[src/rtl/circular_delay_mc.sv]
// circular_delay_mc: NCH-channel run-time-programmable delay line (ports: clk, rst async, ce, din, delay, delay_load -> dout, dout_valid, cur_delay)
module circular_delay_mc #(
  parameter int NCH = 4,
  parameter int DW = 8,
  parameter int AW = 4,
  parameter int DEFAULT_DELAY = 6
) (
  input  logic                clk,
  input  logic                rst,
  input  logic                ce,
  input  logic [NCH*DW-1:0]   din,
  input  logic [AW-1:0]       delay,
  input  logic                delay_load,
  output logic [NCH*DW-1:0]   dout,
  output logic                dout_valid,
  output logic [AW-1:0]       cur_delay
);
  logic [NCH*DW-1:0] mem [2**AW];
  logic [AW-1:0] wp, fill, delay_r, ra;
  logic [NCH*DW-1:0] rd;
  assign ra = wp - delay_r;
  assign rd = delay_r == '0 ? din : mem[ra];
  assign cur_delay = delay_r;
  always_ff @(posedge clk)
    if (ce) mem[wp] <= din;
  always_ff @(posedge clk or posedge rst)
    if (rst) begin
      wp <= '0;
      fill <= '0;
      delay_r <= AW'(DEFAULT_DELAY);
      dout <= '0;
      dout_valid <= 1'b0;
    end else begin
      if (ce) wp <= wp + 1'b1;
      if (delay_load) begin
        delay_r <= delay;
        dout_valid <= 1'b0;
        fill <= AW'(ce);
      end else if (ce) begin
        dout <= rd;
        dout_valid <= fill >= delay_r;
        fill <= fill >= delay_r ? delay_r : fill + 1'b1;
      end
    end
endmodule

[config.mk]
export PLATFORM = sky130hd
export DESIGN_NAME = circular_delay_mc
export DESIGN_NICKNAME = d
export VERILOG_FILES = /design/src/rtl/circular_delay_mc.sv
export SDC_FILE = /design/constraint.sdc
export NUM_CORES = 1
export LEC_CHECK = 0
export CELL_PAD_IN_SITES_DETAIL_PLACEMENT = 0
export CELL_PAD_IN_SITES_GLOBAL_PLACEMENT = 2
export CORE_MARGIN = 2
export CORE_UTILIZATION = 52
export CTS_CLUSTER_DIAMETER = 100
export DETAILED_ROUTE_END_ITERATION = 12
export GPL_TIMING_DRIVEN = 0
export PLACE_DENSITY_LB_ADDON = 0.1
export SLEW_MARGIN = 0
export SYNTH_ARGS = -nofsm -noshare
export SYNTH_HDL_FRONTEND = slang
export SYNTH_SLANG_ARGS = --single-unit
[constraint.sdc]
create_clock -name clk -period 4.35 [get_ports clk]
set_input_delay 0.435 -clock clk [delete_from_list [all_inputs] [get_ports clk]]
set_output_delay 0.435 -clock clk [all_outputs]
set_load 0.01 [all_outputs]
# Yosys cells after proc, flatten, opt, wreduce, memory -nomap -nowiden
# Memories as Yosys holds them, arrays and structs flattened. A register that Yosys moved wholly into a read port is not among the register bits.
# Cells that the tools add are included.
# op_classes
n_addsub	3
n_lt_le_gt_ge	1
muxes	7
bitwise_logic	1
n_reduce_logical	2
# op_table
op	n
4-bit two-way mux	3
4-bit by 1-bit adder with 4-bit output, second input constant	2
4-bit >= comparator	1
1-bit two-way mux	4
4-bit subtractor	1
2-bit AND reduction	1
2-bit nonzero test	1
1-bit NOT	1
# totals
regBits	13
mem_bits_rw	512
input_bits	40
out_inout_bits	37
wordCells	19
mem_count	1
# memory_table
name	depth	word_bits	read_ports	rd_ports_with_merged_regs	write_ports	line	text
mem	16	32	1	1	1	18	logic [NCH*DW-1:0] mem [2**AW];

# Logic depth before layout (Yosys ltp)
# Gate-level depths: netlist of run 1.
# depth
ltp_word	4
mapped_depth	10
ltp_nobuf	9

# Least setup slack after synthesis of run 1
# OpenSTA, ideal clock, no wires.
# synth_timing
path_type	register -> register
startpoint	register wp[0]
endpoint	register dout[0] (read register of mem)
setup_ps	127
arrival_ps	2442
required_time_ps	4223
setup_slack_ps	1781
stages_incl_launch_ff	11
n_path_buf	2
synth_period_minus_slack_ps	2569
path_cell_list	dfrtp_1 inv_1 ha_1 inv_1 fa_1 buf_2 buf_1 mux4_2 mux2i_1 mux2_4 o22ai_2
# synth_between
elab_chain_cells	1
# synth_rtl
item	line	text
start, declared	19	logic [AW-1:0] wp, fill, delay_r, ra;
start signal, assigned	34	if (ce) wp <= wp + 1'b1;
4-bit subtractor	21	assign ra = wp - delay_r;
end, declared	14	output logic [NCH*DW-1:0] dout,
# Every way passes these cells.
# A chain may end at the register's enable or synchronous reset.

# Worst setup path in the final report of run 1
# layout_timing
startpoint	register wp[0]
endpoint	register dout[15] (read register of mem)
# The elaborated chain is that of the path after synthesis.

==> out/results.tsv, run 1 <==
metric	value	unit
status	completed	
RD Place Congestion	0.7291	
final setup fails	0	
Root Driver	clkbuf_16	
I/O pins	77	
combinational share of power	40.1	%
Area Growth Syn to Fin	16.21	%
period utilization	80.11	%
# clock sinks	557	
Starting DRT DRC Count	1006	
cell with the most instances after synthesis	edfxtp_1	
Yosys reg bits	557	
R2R setup slack	0.87	ns
top-area cell type share of the netlist area	69.22	%
drt drc	0	
Worst Tran Pin Value	1.022	ns
clock skew	0.01561	ns
Period minus WS final	3.485	ns
core area	42040	um2
sequential area share after synthesis	74.30	%
post-synthesis cell type count	46	
synth top area cells	edfxtp_1, mux4_2, dfrtp_1, mux2i_1, mux2_4	
ant diodes	0	
non-filler cells in the finished layout	1768	
Int Power	13.12	mW
initial antenna violation count	1	
setup bufs post-CTS	0	
pre-CTS setup slack	0.8499	ns
startpoint types	flip-flop	
fmax	0.2870	GHz
Nets	1236	
largest stage delay on the critical path	0.79	ns
Data required, critical path	4.82	ns
Hold Path Class	primary input to async pin	
clock power share	24.7	%
fin. max-slew vios	0	
final cell area excluding filler cells	25810	um2
CTS Hold Bufs	0	
final wirelength	50200	um
Synth warnings	0	
Arrival @ worst endpoint	3.96	ns
vias in the first global route	10920	
placed cell area	24000	um2
Post-Syn Nets	1086	
Hold Slack	0.2024	ns
Final Hold Fails	0	
CTS tree	done	
Fin Setup TNS	0	ns
GRT overflow	0	
PnR worst setup slack	0.8654	ns
Rel. slew slack	31.87	%
Sw Ratio	31.49	%
worst path cell trace	inv_1 -> ha_1 -> inv_1 -> fa_1 -> buf_2 -> buf_1 -> mux4_2 -> mux2i_1 -> mux2_4 -> o22ai_2	
cell count after synthesis	1033	
VDD IR-drop max	0.0004076	V
first-pass GRT wire length	73810	um
mean routed wirelength per cell	28.39	um
DR vias	10580	
pin count of the biggest net entering global routing	31	
DRT Pass-1 Iters	7	
post-cts sizing count	0	
die width	210.7	um
RSZ-0062 raised after global routing	no	
sequential power share	35.2	%
Crit-path slowest cell	buf_1	
Mapped Area	22210	um2
dpl hpwl	29960	um
Reg2Reg Depth	10	
Pwr Density	741.9	nW/um2
Crit Path Class	flip-flop to flip-flop	
clk_lat worst skew	0.60	ns
Placed Cells	1664	
H-tree Lvls	2	
Synth area leader	edfxtp_1	
initial cell density of the core	52.84	%
Lkg Pwr	8.707	nW
share of layout cells above drive strength 1	28.23	%
Switch Pwr	6.031	mW
EDFF count, synth	512	
max cap viols	0	
Mean Syn Cell Area	21.50	um2
Commonest cells post-synth	edfxtp_1, mux4_2, mux2i_1	
number of vias per cell	5.984	
CP max FO	10	
CP dominant cell by count	inv_1	
I/O Buffers	75	
Die H	210.7	um
Die ar.	44390	um2
TritonCTS buffer count	56	
Reg clk slew, reported paths	0.06	ns
FP Rows	75	
overall routing resource usage	23.50	%
Main synth FF type	edfxtp_1	
share of synthesized registers carrying an async set or reset	8.079	%
Post-DRT Antenna Nets	0	
Max Buffers Root-to-Sink	3	
CP endpoint kind	flip-flop	
## power by group through the flow
stage          Combinational [mW]  Sequential (mW)  Clock [mW]
6_report                     7.67             6.75        4.73
4_1_cts                      7.81             6.75        4.83
3_3_place_gp                 7.64             6.87           0
3_5_place_dp                 7.78             6.85           0
2_1_floorplan                5.40             6.87           0
5_1_grt                      8.16             6.80        5.02
## cell families (layout without fill, tap and decap cells)
group           count (synthesis)  in the layout  synth area share [%]
fa+ha+maj                      13             13                0.7661
mux                           226            226                 18.09
compound gates                 80             80                 2.974
xor+xnor                        9              9                0.4225
flops                         557            557                 74.30
buf+inv                        66            262                 1.628
simple gates                   82             82                 1.825
## path summary, 6_finish.rpt
check,startpoint,to
setup / recovery,wp[0],dout[15]
hold / removal,rst,dout[25]
setup reg to reg,wp[0],dout[15]
hold reg to reg,dout[13],dout[13]
max in group asynchronous,rst,cur_delay[1]
min in group clk,delay_load,cur_delay[0]
## cell usage in the layout, fill, tap and decap left out, types with 2 or more instances in the layout
master           count
edfxtp_1           512
buf_4               16
bufinv_16            5
clkbuf_16           58
buf_1                5
mux2_4              30
nand2_1             11
o22ai_1              2
nand3_1              4
ha_1                12
mux4_2             128
clkdlybuf4s50_1     75
mux2i_1             65
dfrtp_1             43
dfstp_2              2
a21o_1               4
clkbuf_1            32
o22ai_2             30
xor2_1               4
nand4b_1             2
inv_1                7
nor2_1              36
buf_2               15
buf_12              17
buf_6                4
nand2b_1             3
clkbuf_8             3
xnor2_1              3
and2_2              16
o21ai_0              4
a21oi_1             34
clkinv_1             9
nor2b_1              3
mux2_2               3
clkinv_2            11
## critical path: cells and delay by family (launching register included)
kind                     cells  cell delay, ns
flip-flops                   1            0.46
multiplexers                 3            0.79
buffers and inverters        4            1.28
AO/OA/AOI/OAI                1            0.06
adder cells (fa/ha/maj)      2            0.75
## sequential cells by signal (all words and copies together), names as in the netlist
name and count:
cur_delay 4, dout 32, dout_valid 1, fill 4, mem 512, wp 4
## metal layers
metal,global-route usage [%],wire length (um)
met1,34.21,22500
met2,37.64,24250
met3,3.821,2527
met4,6.241,924
met5,0,0
## area by class of cell
class	instances	area, um2
Multi-Input combinational cell	410	5368
Clock buffer	77	1553
Buffer	58	331.6
Sequential cell	557	16500
Fill cell	2989	16230
Tap cell	539	674.4
Clock inverter	27	262.8
Timing Repair Buffer	92	1091
Inverter	8	30.03
## through the flow
| step | total power [mW] | util [%] |
|---|---|---|
| 4_1_cts | 19.38 | 61.40 |
| 3_5_place_dp | 14.63 | 57.08 |
| 3_3_place_gp | 14.51 | 56.23 |
| 5_1_grt | 19.98 | 61.40 |
| 2_1_floorplan | 12.27 | - |
| 6_report | 19.15 | 61.40 |
Power figures use the tool's default switching activity.
==> run 2, diff against run 1 <==
CORE_UTILIZATION = 49   (was 52)
clock period = 3.43 ns   (was 4.35 ns; I/O delays follow)
==> run 2 against run 1 <==
Flip-flop and latch count is the same. Via count grew 1.7%. Critical path depth is the same. Sequential power grew 27%. Die area grew 6.0%. Sequential share of layout area shrank 0.21 points. Design area grew 0.33%. Critical path type unchanged.
==> out/results.tsv, run 2 (synthesis results as in run 1) <==
metric	value	unit	change
pin count of the biggest net entering global routing	29		-6.5%
most frequent cells in the layout	edfxtp_1, mux4_2, clkdlybuf4s50_1		
Max Buffers Root-to-Sink	3		unchanged
Rel. slew slack	36.10	%	+4.2 points
Post-DRT Antenna Nets	0		unchanged
RD Place Congestion	0.7289		about the same
placed cell area	24070	um2	+0.32%
combinational share of power	40.3	%	+0.2 points
RSZ-0062 raised after global routing	no		
Sw Ratio	31.85	%	+0.36 points
max reg flops	512		unchanged
number of vias per cell	5.891		-1.5%
initial antenna violation count	0		-1
clock power share	24.7	%	about the same
dpl hpwl	30320	um	+1.2%
sequential power share	35.1	%	about the same
vias in the first global route	11010		+0.88%
Die ar.	47050	um2	+6.0%
period utilization	94.84	%	+15 points
status	completed		
GRT overflow	0		unchanged
Switch Pwr	7.779	mW	+29%
post-cts sizing count	5		+5
final setup fails	0		unchanged
CP max FO	10		unchanged
FP Rows	78		+4.0%
max cap viols	0		unchanged
worst path cell trace	inv_1 -> ha_1 -> inv_1 -> fa_1 -> buf_2 -> buf_2 -> mux4_2 -> mux2i_1 -> mux2_4 -> o22ai_2		
I/O pins	77		unchanged
CTS tree	done		
Reg with most FFs	mem		
Crit Path Class	flip-flop to flip-flop		
Area Growth Syn to Fin	16.60	%	
fmax	0.3074	GHz	+7.1%
fin. max-slew vios	0		unchanged
Data required, critical path	3.91	ns	-0.91 ns
CTS Hold Bufs	0		unchanged
Lkg Pwr	8.723	nW	+0.18%
R2R Path Start	wp[0]		
R2R setup slack	0.18	ns	-0.69 ns
final wirelength	51770	um	+3.1%
largest stage delay on the critical path	0.58	ns	-0.21 ns
Reg2Reg Depth	10		unchanged
Top Registers	mem (512), dout (32)		
setup bufs post-CTS	0		unchanged
Reg clk slew, reported paths	0.06	ns	about the same
delay-heaviest family, CP	buffers and inverters		
clk_lat worst skew	0.61	ns	about the same
mean routed wirelength per cell	28.34	um	-0.20%
most common cell after layout, fill and taps aside	edfxtp_1		
drt drc	0		unchanged
I/O Buffers	75		unchanged
# clock sinks	557		unchanged
CP startpoint	wp[0]		
Pwr Density	942.9	nW/um2	+27%
startpoint types	flip-flop		
Worst Tran Pin Value	0.9585	ns	-0.06346 ns
Period minus WS final	3.253	ns	-0.2316 ns
Die H	216.9	um	+3.0%
CP Buf/Inv Count	4		unchanged
DRT Pass-1 Iters	5		-2
first-pass GRT wire length	75930	um	+2.9%
Arrival @ worst endpoint	3.74	ns	-0.22 ns
final cell area excluding filler cells	25900	um2	+0.33%
Final Hold Fails	0		unchanged
core area	45090	um2	+7.2%
Layout Utilization	57.44	%	-4.0 points
ant diodes	0		unchanged
Root Driver	clkbuf_16		
capture point of the worst reg-to-reg path	dout[10]		
Crit-path slowest cell	fa_1		
DR vias	10760		+1.7%
Starting DRT DRC Count	1037		+3.1%
H-tree Lvls	2		unchanged
Hold Path Class	primary input to async pin		
clock skew	0.01440	ns	-0.001217 ns
die width	216.9	um	+3.0%
CP endpoint kind	flip-flop		
initial cell density of the core	49.26	%	-3.6 points
overall routing resource usage	22.67	%	-0.83 points
Int Power	16.64	mW	+27%
share of layout cells above drive strength 1	28.85	%	+0.62 points
TritonCTS buffer count	56		unchanged
Nets	1236		unchanged
VDD IR-drop max	0.0005576	V	+37%
Fill cells	3387		+13%
==> run 2: area by class of cell <==
type	instances	area, um2	area share [%]
flip-flops and latches	557	16500	63.72
multi-input cells	410	5368	20.72
clock buffers	76	1549	5.981
repair buffers	92	1091	4.213
well taps	600	750.7	2.899
plain buffers	58	347.8	1.343
clock inverters	26	260.3	1.005
inverters	8	30.03	0.1159
==> run 2: power by group through the flow <==
stage / Combinational (mW) / Clock, mW / Sequential (mW)
after floorplan: 6.85 / 0 / 8.71
after global placement: 9.75 / 0 / 8.73
after detailed placement: 9.97 / 0 / 8.70
after CTS: 9.98 / 6.13 / 8.57
after global routing: 10.5 / 6.38 / 8.63
final: 9.84 / 6.02 / 8.56
==> run 2: layer usage <==
layer  track usage [%]  wire [um]  vias up  part of all wire, %
li1                  -          -     4558                    -
met1             33.75      23750     5798                   46
met2             34.86      24060      343                   46
met3             4.640       2992       64                  5.8
met4             5.434        976        0                  1.9
met5                 0          0        -                    0
==> run 2: worst max-delay path by stage <==
stage               cells after the start  slack (ns)         to
floorplan                              10        0.86    dout[0]
global placement                        4       -0.63  mem[1][5]
detailed placement                     10       -0.09   dout[28]
CTS                                    10        0.01   dout[30]
global route                           10        0.05   dout[17]
finish                                 10        0.18   dout[10]
==> run 2: through the flow <==
| step | total power, mW | setup WS [ns] | hold WS (ns) | std cells | setup TNS [ns] |
|---|---|---|---|---|---|
| 2_1_floorplan | 15.56 | 0.8615 | 0.4419 | 1033 | 0 |
| 3_3_place_gp | 18.48 | -0.6279 | 0.5183 | 1708 | -201.60 |
| 3_5_place_dp | 18.68 | -0.09056 | 0.5236 | 1725 | -0.5862 |
| 4_1_cts | 24.69 | 0.01262 | 0.09260 | 1827 | 0 |
| 5_1_grt | 25.48 | 0.05163 | 0.1226 | 1827 | 0 |
| 6_report | 24.42 | 0.1770 | 0.1013 | 1827 | 0 |
==> run 3, diff against run 2 <==
ABC_AREA = 1   (was unset)
CORE_UTILIZATION = 40   (was 49)
PLACE_DENSITY = 0.77   (was unset)
PLACE_DENSITY_LB_ADDON = unset   (was 0.1)
==> run 3 against run 2 <==
Critical path type unchanged. Synthesized cell count increased by 140%. Worst hold slack got worse by 0.048 ns. Maximum frequency decreased by 2.1%. Non-clock buffer count increased by 63. Clock power increased by 4.5%. Global-route usage increased by 1.7 points.
==> out/results.tsv, run 3 <==
metric	value	unit	change
status	completed		
Reg clk slew, reported paths	0.06	ns	about the same
Hold Slack	0.05324	ns	-0.04810 ns
initial antenna violation count	0		unchanged
final setup fails	0		unchanged
Pwr Density	934.3	nW/um2	-0.92%
fin. max-slew vios	0		unchanged
FP Rows	90		+15%
first-pass GRT wire length	111100	um	+46%
post-synthesis cell type count	27		-41%
Max Buffers Root-to-Sink	3		unchanged
initial cell density of the core	40.62	%	-8.6 points
Top Registers	mem (512), dout (32)		
CTS Hold Bufs	0		unchanged
clock skew	0.02403	ns	+0.009631 ns
clk_lat worst skew	0.63	ns	+0.02 ns
RD Place Congestion	0.8090		+11%
DR vias	17290		+61%
GRT overflow	0		unchanged
R2R setup slack	0.11	ns	-0.07 ns
Levels on crit path	12		+2
CP max FO	10		unchanged
capture point of the worst reg-to-reg path	dout[9]		
Fill cells	5606		+66%
CP Buf/Inv Count	4		unchanged
Mean Syn Cell Area	9.950	um2	-54%
largest stage delay on the critical path	0.77	ns	+0.19 ns
Crit-path slowest cell	clkbuf_1		
Die H	252.0	um	+16%
number of vias per cell	5.002		-15%
Root Driver	clkbuf_16		
dpl hpwl	50850	um	+68%
startpoint types	flip-flop		
max cap viols	0		unchanged
fmax	0.3011	GHz	-2.1%
Synth area leader	edfxtp_1		
clock power share	23.4	%	-1.3 points
TritonCTS buffer count	59		+5.4%
Switch Pwr	11.66	mW	+50%
Main synth FF type	edfxtp_1		
Arrival @ worst endpoint	3.88	ns	+0.14 ns
most common cell after layout, fill and taps aside	nand2_1		
Hold Path Class	primary input to flip-flop		
EDFF count, synth	512		unchanged
top-area cell type share of the netlist area	62.48	%	-6.7 points
vias in the first global route	16860		+53%
I/O Buffers	74		-1.3%
synth top area cells	edfxtp_1, nand2_1, nand3_1, inv_1, dfrtp_1		
Rel. slew slack	34.81	%	-1.3 points
mean routed wirelength per cell	22.20	um	-22%
cell count after synthesis	2473		+140%
pre-CTS setup slack	-0.1012	ns	-0.01065 ns
share of layout cells above drive strength 1	8.262	%	-21 points
Final Hold Fails	0		unchanged
PnR worst setup slack	0.1087	ns	-0.06827 ns
die width	252.0	um	+16%
DRT Pass-1 Iters	5		unchanged
Nets	2679		+120%
Die ar.	63510	um2	+35%
worst path cell trace	inv_1 -> ha_1 -> inv_1 -> fa_1 -> buf_2 -> clkbuf_1 -> nand3_1 -> nand3_1 -> nand3_1 -> nand3_1 -> nand2_1 -> nand2_1		
Mapped Area	24610	um2	+11%
Reg with most FFs	mem		
overall routing resource usage	24.37	%	+1.7 points
Data required, critical path	3.99	ns	+0.08 ns
max reg flops	512		unchanged
Period minus WS final	3.321	ns	+0.06827 ns
Synth warnings	0		unchanged
ant diodes	0		unchanged
H-tree Lvls	2		unchanged
CP dominant cell by count	nand3_1		
period utilization	96.83	%	+2.0 points
sequential power share	31.7	%	-3.4 points
core area	60580	um2	+34%
# clock sinks	557		unchanged
cell with the most instances after synthesis	nand2_1		
VDD IR-drop max	0.0005125	V	-8.1%
R2R Path Start	wp[0]		
Commonest cells post-synth	nand2_1, edfxtp_1, inv_1		
Crit Path Class	flip-flop to flip-flop		
combinational share of power	44.8	%	+4.5 points
I/O pins	77		unchanged
sequential area share after synthesis	67.07	%	-7.2 points
Area Growth Syn to Fin	16.73	%	
RSZ-0062 raised after global routing	no		
end of the critical path	dout[9]		
Worst Tran Pin Value	0.9779	ns	+0.01937 ns
Reg2Reg Depth	12		+2
Post-DRT Antenna Nets	0		unchanged
Int Power	15.18	mW	-8.8%
Starting DRT DRC Count	1453		+40%
Sw Ratio	43.44	%	+12 points
final wirelength	76740	um	+48%
CP endpoint kind	flip-flop		
Yosys reg bits	557		unchanged
drt drc	0		unchanged
most frequent cells in the layout	nand2_1, edfxtp_1, inv_1		
delay-heaviest family, CP	buffers and inverters		
Lkg Pwr	12.62	nW	+45%
pin count of the biggest net entering global routing	26		-10%
CP startpoint	wp[0]		
CTS tree	done		
share of synthesized registers carrying an async set or reset	8.079	%	unchanged
Post-Syn Nets	2526		+130%
## run 3: worst min-delay path by stage
stage | start | end | slack (ns) | cells past startpoint
floorplan | din[0] | mem[0][0] | 0.44 | 0
global placement | dout[23] | dout[23] | 0.46 | 2
detailed placement | dout[0] | dout[0] | 0.46 | 2
CTS | ce | wp[0] | 0.04 | 2
global route | ce | wp[0] | 0.08 | 2
finish | ce | wp[0] | 0.05 | 2
## run 3: cell families (layout without fill, tap and decap cells)
family	Yosys count	in the layout	synth area share (%)
xor gates and xnor gates	5	5	0.1780
DFF	557	557	67.07
AOI/OAI and AO/OA	17	17	0.3864
and+or+nand+nor	1292	1292	22.10
adders and majority gates	13	13	0.6915
buffers and inverters	588	790	9.529
muxes	1	1	0.04576
## run 3: layer usage
| layer | up-vias | track usage, % | routed length [um] |
|---|---|---|---|
| met5 | - | 0 | 0 |
| met4 | 0 | 7.946 | 2227 |
| met3 | 119 | 2.589 | 4262 |
| met2 | 538 | 41.28 | 36930 |
| met1 | 8397 | 32.90 | 33330 |
| li1 | 8239 | - | - |
## run 3: through the flow
| stage | cells | utilization, % | cell area [um2] | TNS (ns) | power (mW) |
|---|---|---|---|---|---|
| after detailed placement | 3347 | 44.30 | 26840 | -2.080 | 20.69 |
| final | 3457 | 47.41 | 28720 | 0 | 26.84 |
| after floorplan | 2473 | - | 24610 | 0 | 15.33 |
| after CTS | 3457 | 47.41 | 28720 | 0 | 26.96 |
| after global routing | 3457 | 47.41 | 28720 | 0 | 28.23 |
| after global placement | 3329 | 43.45 | 26330 | -489.61 | 20.42 |
## run 3: worst register-to-register path: stages, from the launching register on
cell	delay, ns
dfrtp_1	0.46
inv_1	0.16
ha_1	0.16
inv_1	0.06
fa_1	0.60
buf_2	0.31
clkbuf_1	0.77
nand3_1	0.17
nand3_1	0.13
nand3_1	0.16
nand3_1	0.13
nand2_1	0.07
nand2_1	0.06
## run 3: final cells by class
class                           instances  area (um2)  area share [%]
Buffer                                121       600.6           2.091
Timing Repair Buffer                   92        1131           3.938
Sequential cell                       557       16500           57.46
Clock inverter                         26       211.5          0.7362
Multi-Input combinational cell       1328        5883           20.48
Clock buffer                           84        1663           5.789
Tap cell                              782       978.4           3.406
Inverter                              467        1753           6.103
## run 3: what timing repair did
action,CTS,global route
gates cloned,0,0
gates resized for setup,2,14
buffers inserted,0,0
setup endpoints to repair,30,20
## run 3: power groups by stage
stage | clock network (mW) | logic (mW) | registers, mW
3_5_place_dp | 0 | 12.0 | 8.65
3_3_place_gp | 0 | 11.7 | 8.70
5_1_grt | 6.62 | 13.0 | 8.59
6_report | 6.29 | 12.0 | 8.51
4_1_cts | 6.37 | 12.1 | 8.52
2_1_floorplan | 0 | 6.62 | 8.71
